[config.mk]
export PLATFORM = sky130hd
export DESIGN_NAME = cross_bar_mux_arbiter
export DESIGN_NICKNAME = d
export VERILOG_FILES = /design/src/rtl/cross_bar_mux_arbiter.sv
export SDC_FILE = /design/constraint.sdc
export NUM_CORES = 1
export LEC_CHECK = 0
export CAP_MARGIN = 20
export CORE_AREA = 4 4 68 70
export DETAILED_ROUTE_END_ITERATION = 12
export DIE_AREA = 0 0 72 74
export DONT_BUFFER_PORTS = 1
export GPL_TIMING_DRIVEN = 0
export PLACE_DENSITY_LB_ADDON = 0.25
export SLEW_MARGIN = 20
export SYNTH_ARGS = -nofsm -noshare
export SYNTH_HDL_FRONTEND = slang
export SYNTH_SLANG_ARGS = --single-unit
[constraint.sdc]
create_clock -name aclk -period 2.85 [get_ports aclk]
set_input_delay 0.57 -clock aclk [delete_from_list [all_inputs] [get_ports aclk]]
set_output_delay 0.57 -clock aclk [all_outputs]
set_load 0.02 [all_outputs]
[src/rtl/cross_bar_mux_arbiter.sv]
// Packet-level N:1 AXI-Stream merge. A round-robin arbiter picks one source
// per packet, and that source owns the output until its tlast beat transfers.
module cross_bar_mux_arbiter #(
  parameter int SSEL_WIDTH = 2,
  parameter int CHANNEL_NO = 2**SSEL_WIDTH,
  parameter int DATA_WIDTH = 32
) (
  input  logic                  aclk,
  input  logic                  areset,
  input  logic [DATA_WIDTH-1:0] s_axis_tdata [CHANNEL_NO],
  input  logic [CHANNEL_NO-1:0] s_axis_tvalid,
  input  logic [CHANNEL_NO-1:0] s_axis_tlast,
  output logic [CHANNEL_NO-1:0] s_axis_tready,
  output logic [DATA_WIDTH-1:0] m_axis_tdata,
  output logic                  m_axis_tvalid,
  output logic                  m_axis_tlast,
  output logic [SSEL_WIDTH-1:0] m_axis_tid,
  input  logic                  m_axis_tready
);

  // One-hot style encoding so that both all-zero and all-one values are illegal.
  typedef enum logic [1:0] {
    ST_IDLE   = 2'b01,
    ST_ACTIVE = 2'b10
  } state_t;

  state_t                state_q, state_d;
  logic [SSEL_WIDTH-1:0] grant_q, grant_d;
  logic [SSEL_WIDTH-1:0] last_grant_q, last_grant_d;
  logic [SSEL_WIDTH-1:0] rr_pick;

  // The first requester at or after last+1, wrapping around.
  function automatic logic [SSEL_WIDTH-1:0] rr_search(
    input logic [CHANNEL_NO-1:0] req,
    input logic [SSEL_WIDTH-1:0] last
  );
    logic                  found;
    logic [SSEL_WIDTH-1:0] sel;
    logic [SSEL_WIDTH-1:0] pick;
    found = 1'b0;
    pick  = '0;
    for (int i = 0; i < CHANNEL_NO; i++) begin
      sel = SSEL_WIDTH'((int'(last) + 1 + i) % CHANNEL_NO);
      if (!found && req[sel]) begin
        found = 1'b1;
        pick  = sel;
      end
    end
    return pick;
  endfunction

  assign rr_pick    = rr_search(s_axis_tvalid, last_grant_q);
  assign m_axis_tid = grant_q;

  always_ff @(posedge aclk) begin
    // NOTE: state registers use non-blocking assignments, so every register
    // samples its pre-edge value no matter what order the statements are in.
    if (areset) begin
      state_q      <= ST_IDLE;
      grant_q      <= '0;
      last_grant_q <= SSEL_WIDTH'(CHANNEL_NO - 1);
    end else begin
      state_q      <= state_d;
      grant_q      <= grant_d;
      last_grant_q <= last_grant_d;
    end
  end

  always_comb begin
    // NOTE: every output of this block gets a default first, so no path can
    // leave a value unassigned and infer a latch.
    state_d       = state_q;
    grant_d       = grant_q;
    last_grant_d  = last_grant_q;
    s_axis_tready = '0;
    m_axis_tdata  = '0;
    m_axis_tvalid = 1'b0;
    m_axis_tlast  = 1'b0;

    case (state_q)
      ST_IDLE: begin
        if (|s_axis_tvalid) begin
          grant_d = rr_pick;
          state_d = ST_ACTIVE;
        end
      end

      ST_ACTIVE: begin
        m_axis_tdata           = s_axis_tdata[grant_q];
        m_axis_tvalid          = s_axis_tvalid[grant_q];
        m_axis_tlast           = s_axis_tlast[grant_q];
        s_axis_tready[grant_q] = m_axis_tready;
        // The grant is released only after the tlast beat transfers.
        if (s_axis_tvalid[grant_q] && m_axis_tready && s_axis_tlast[grant_q]) begin
          last_grant_d = grant_q;
          state_d      = ST_IDLE;
        end
      end

      default: state_d = ST_IDLE;
    endcase
  end

endmodule
# Word-level counts from Yosys, hierarchy flattened
# Index checks and enable logic that the tools add are counted.
# Widths: inputs -> output; s select.
# totals
register_bits	6
input_bits	139
out_inout_bits	40
elab_cells	64
# op_classes
addsub	4
magnitude_cmp	7
eq_ne	4
muxes	31
bitwise_logic	2
reduce_logical	13
# ops
cell	count
$mux 32	3
$bmux 32 s2	1
$lt 2x3->1 const B	5
$bmux 1 s2	6
$mux 1	12
$mux 2	6
$add 2x2->2 const B	3
$logic_and 1x1->1	6
$reduce_and 2->1	3
$and 4x4->4	1
$mux 4	1
$ne 2x2->1 const B	2
$pmux 2 s2	1
$reduce_or 4->1	1
$ge 3x3->1 const B	1
$logic_not 1->1	3
$not 2->3	1
$add 2x1->2 const B	1
$demux 1 s2	1
$eq 2x1->1 const B	1
$eq 2x2->1 const B	1
$ge 2x1->1 const B	1

# Depth between registers and ports, before layout
# depth
depth_word	13
ltp_mapped	5
ltp_nobuf	4

# Worst setup path before layout
# No wires, ideal clock.
# synth_path
path_kind	register -> output
from	reg grant_q[0] (netlist: m_axis_tid[0])
to	out m_axis_tdata[0]
arrival_ps	1609
required_ps	2280
setup_slack_ps	671
stages_incl_launch_ff	5
path_buffers	2
cell_sequence	dfxtp_1 -> buf_6 -> buf_6 -> mux4_2 -> and2_1
# synth_between
elab_chain_len	5
# synth_rtl
item	line	source
from (decl)	28	logic [SSEL_WIDTH-1:0] grant_q, grant_d;
from (signal assigned)	64	grant_q <= grant_d;
$not 2->3 (not written as such)	89	m_axis_tdata = s_axis_tdata[grant_q];
$bmux 32 s2	89	
$mux 32 (not written as such) (2 in a row)	89	
$mux 32	80	case (state_q)
to (decl)	14	output logic [DATA_WIDTH-1:0] m_axis_tdata,
# No other way between the ends. The select of a mux whose other input is x is not followed.

# Worst setup path in the final report
# layout_path
from	reg grant_q[1] (netlist: m_axis_tid[1])
to	out s_axis_tready[2]
# layout_between
elab_chain_len	6
word_cells_on_any_way	7
classes_between	order compare (2); mux (3); bitwise (1); reduce/logical (1)
# layout_rtl
item	line	source
$lt 2x3->1 (not written as such) / $ge 2x1->1 (equally long branches)	92	s_axis_tready[grant_q] = m_axis_tready;
$logic_and 1x1->1 (not written as such)	92	
$mux 1 (not written as such)	92	
$demux 1 s2 *	92	
$and 4x4->4 (no source line) *	n/a	
$mux 4 *	80	
to (decl)	13	output logic [CHANNEL_NO-1:0] s_axis_tready,
# Every way passes the cells marked *; elsewhere a longest branch is shown, timed or not.

==> results.json <==
{
  "status": "finished, final reports clean",
  "min_period_ps": 2550,
  "yosysMostFrequentCell": "and2_1",
  "hp-class": "input port to flop",
  "globalplace.congestion": 0.772,
  "finalCritPeriodShare": 0.893,
  "start_util": 0.350,
  "synth_compound_area_frac": 0.0585,
  "holdBufCountCts": 0,
  "via_per_inst": 6.44,
  "critical-path-top-delay-family": "simple AND/OR/NAND/NOR gates",
  "grt_setup_unrepaired": "no",
  "r2r_end": "state_q[0]$_SDFFE_PP1P_",
  "hold_violations": 0,
  "core.rowCount": 23,
  "slowest_delay_ps": 640,
  "synth_top_area_frac": 0.551,
  "vias": 1121,
  "grt_pass1_wl_um": 6920,
  "worst-path-buf-inv": 2,
  "hold_ws_ps": 419,
  "syn_nets": 260,
  "cp_slowest_cell": "nor3b_1",
  "p_leak_nw": 0.496,
  "cp_common_cell": "buf_2",
  "insertedDiodeCount": 0,
  "drive_gt1_frac": 0.355,
  "synth-simple-area-share": 0.232,
  "async_flop_share": 0,
  "cp.arrival_ps": 1980,
  "synthCells": 121,
  "cts-buffers-inserted": 3,
  "synth_top_family_by_area": "multiplexers",
  "cp_num_cells": 3,
  "final_max_slew_viol_count": 0,
  "cts_tree": "yes",
  "ir_drop_uv": 211,
  "synth_edf_count": 0,
  "synth_top_cell_by_area": "mux4_2",
  "wl_per_cell_um": 29.0,
  "portBuffers": 0,
  "relSlewSlack": 0.507,
  "clkSlewWorstSetupHoldPaths_ps": 40,
  "yosysSeqAreaShare": 0.0864,
  "core-area_sq_mm": 0.00397,
  "reg2reg_depth": 4,
  "clock-sinks": 6,
  "worst_pin_slew_ps": 739,
  "grt-ovfl-total": 0,
  "root_buffer": "clkbuf_8",
  "synth_xor_area_frac": 0,
  "crit_chain": "buf_2 -> buf_2 -> nor3b_1",
  "first_pass_iters": 3,
  "grt_use_total": 0.168,
  "synth_warnings": 0,
  "grt_pass1_vias": 1254,
  "max_cap_violations": 0,
  "finalNonFillerCells": 174,
  "critPathCaptureType": "output port",
  "routed_wl_um": 5040,
  "die_x_um": 72,
  "r2r_slack_ps": 1120,
  "maxClockFrequency_mhz": 393,
  "pwr_density_cell_mw_per_mm2": 355,
  "nets": 265,
  "skew_ps": 3.78,
  "postLayoutCellArea_sq_mm": 0.00149,
  "muxShareOfSynthArea": 0.572,
  "setup.worst_path.start_class": "flop",
  "ant_nets": 0,
  "setup_violations": 0,
  "synth.distinct_cells": 29,
  "syn_to_final_growth_pct": 7.47,
  "final_util": 0.376,
  "die_h_um": 74,
  "crit_fanout": 10,
  "drt_iter0_markers": 50,
  "synth_seq_cells": 6,
  "grt_max_degree": 11,
  "clkLatencyLatePin_ps": 220,
  "place_area_sq_mm": 0.00145,
  "dp_hpwl_um": 4630,
  "syn_area_sq_mm": 0.00139,
  "drcViolationCount": 0,
  "floorplan.die_area_sq_mm": 0.00533,
  "required_ps": 2280,
  "min_to": "m_axis_tid[1]$_SDFFE_PP0P_",
  "hp-start": "areset",
  "r2r-start": "m_axis_tid[1]$_SDFFE_PP0P_",
  "placed_cells": 171,
  "synth-adder-area-share": 0,
  "fin_setup_tns_ps": 0,
  "cts_resized": 0,
  "ys.flop_type": "dfxtp_1",
  "cts_setup_buffers": 0,
  "antenna_found_initial": 0,
  "hold_depth": 1,
  "cts_buffer_depth": 2,
  "io_pins": 179,
  "syn-mean-instance-area_sq_um": 11.5,
  "ys_top_cells_by_area": "mux4_2, and2_1, dfxtp_1",
  "ys_top_cells_by_count": "and2_1, mux4_2, dfxtp_1",
  "htree_levels": 1,
  "crit_type": "flop to output port"
}
## cell families after synthesis
| group | after synthesis |
|---|---|
| buf+inv | 13 |
| mux | 37 |
| compound gates | 11 |
| flops | 6 |
| simple gates | 54 |
## layer usage
layer / global-route usage / wire [um]
met1: 0.190 / 1670
met2: 0.322 / 2840
met3: 0.0419 / 471
met4: 0.0334 / 59
met5: 0 / 0
## final cells by class
type / count / area (sq um)
flip-flops and latches: 6 / 120
plain buffers: 12 / 66.3
inverters: 1 / 3.75
fillers: 404 / 2480
clock buffers: 3 / 41.3
well taps: 50 / 62.6
multi-input cells: 102 / 1200
## sequential cells by signal (all words and copies together) (netlist names)
name / cells
last_grant_q: 2
m_axis_tid: 2
state_q: 2
## worst register-to-register path: stages, from the launching register on
cell and delay, ps:
dfxtp_1 540, mux4_2 560, and2_1 200, a21boi_1 200
o21bai_1 90
## placed cells by master (no fill, tap or decap), types with 2 or more instances in the layout
| cell type | count |
|---|---|
| and2_1 | 35 |
| mux4_2 | 34 |
| dfxtp_1 | 6 |
| buf_2 | 5 |
| nor2_1 | 5 |
| clkbuf_1 | 4 |
| nand2_1 | 3 |
| nor3b_1 | 3 |
| mux2i_1 | 3 |
| clkbuf_8 | 3 |
| nor2b_1 | 2 |
| buf_6 | 2 |
| o21ai_0 | 2 |
## where the power goes
part / internal [mW] / switching, mW
clock network: 0.0906 / 0.0353
registers: 0.0923 / 0.0115
logic: 0.165 / 0.135
## worst max path at each step
stage / from / endpoint
after floorplan: m_axis_tid[0]$_SDFFE_PP0P_ / m_axis_tdata[0]
after global placement: m_axis_tid[0]$_SDFFE_PP0P_ / m_axis_tdata[10]
after detailed placement: m_axis_tid[0]$_SDFFE_PP0P_ / m_axis_tdata[30]
after CTS: m_axis_tid[0]$_SDFFE_PP0P_ / m_axis_tdata[30]
after global routing: m_axis_tid[0]$_SDFFE_PP0P_ / m_axis_tdata[30]
final: m_axis_tid[1]$_SDFFE_PP0P_ / s_axis_tready[2]
## through the flow
stage	setup slack, ps	power (mW)
2_1_floorplan	671	0.372
3_3_place_gp	521	0.404
3_5_place_dp	519	0.409
4_1_cts	285	0.535
5_1_grt	205	0.563
6_report	304	0.530
No activity file was read; power rests on OpenSTA's default activity.
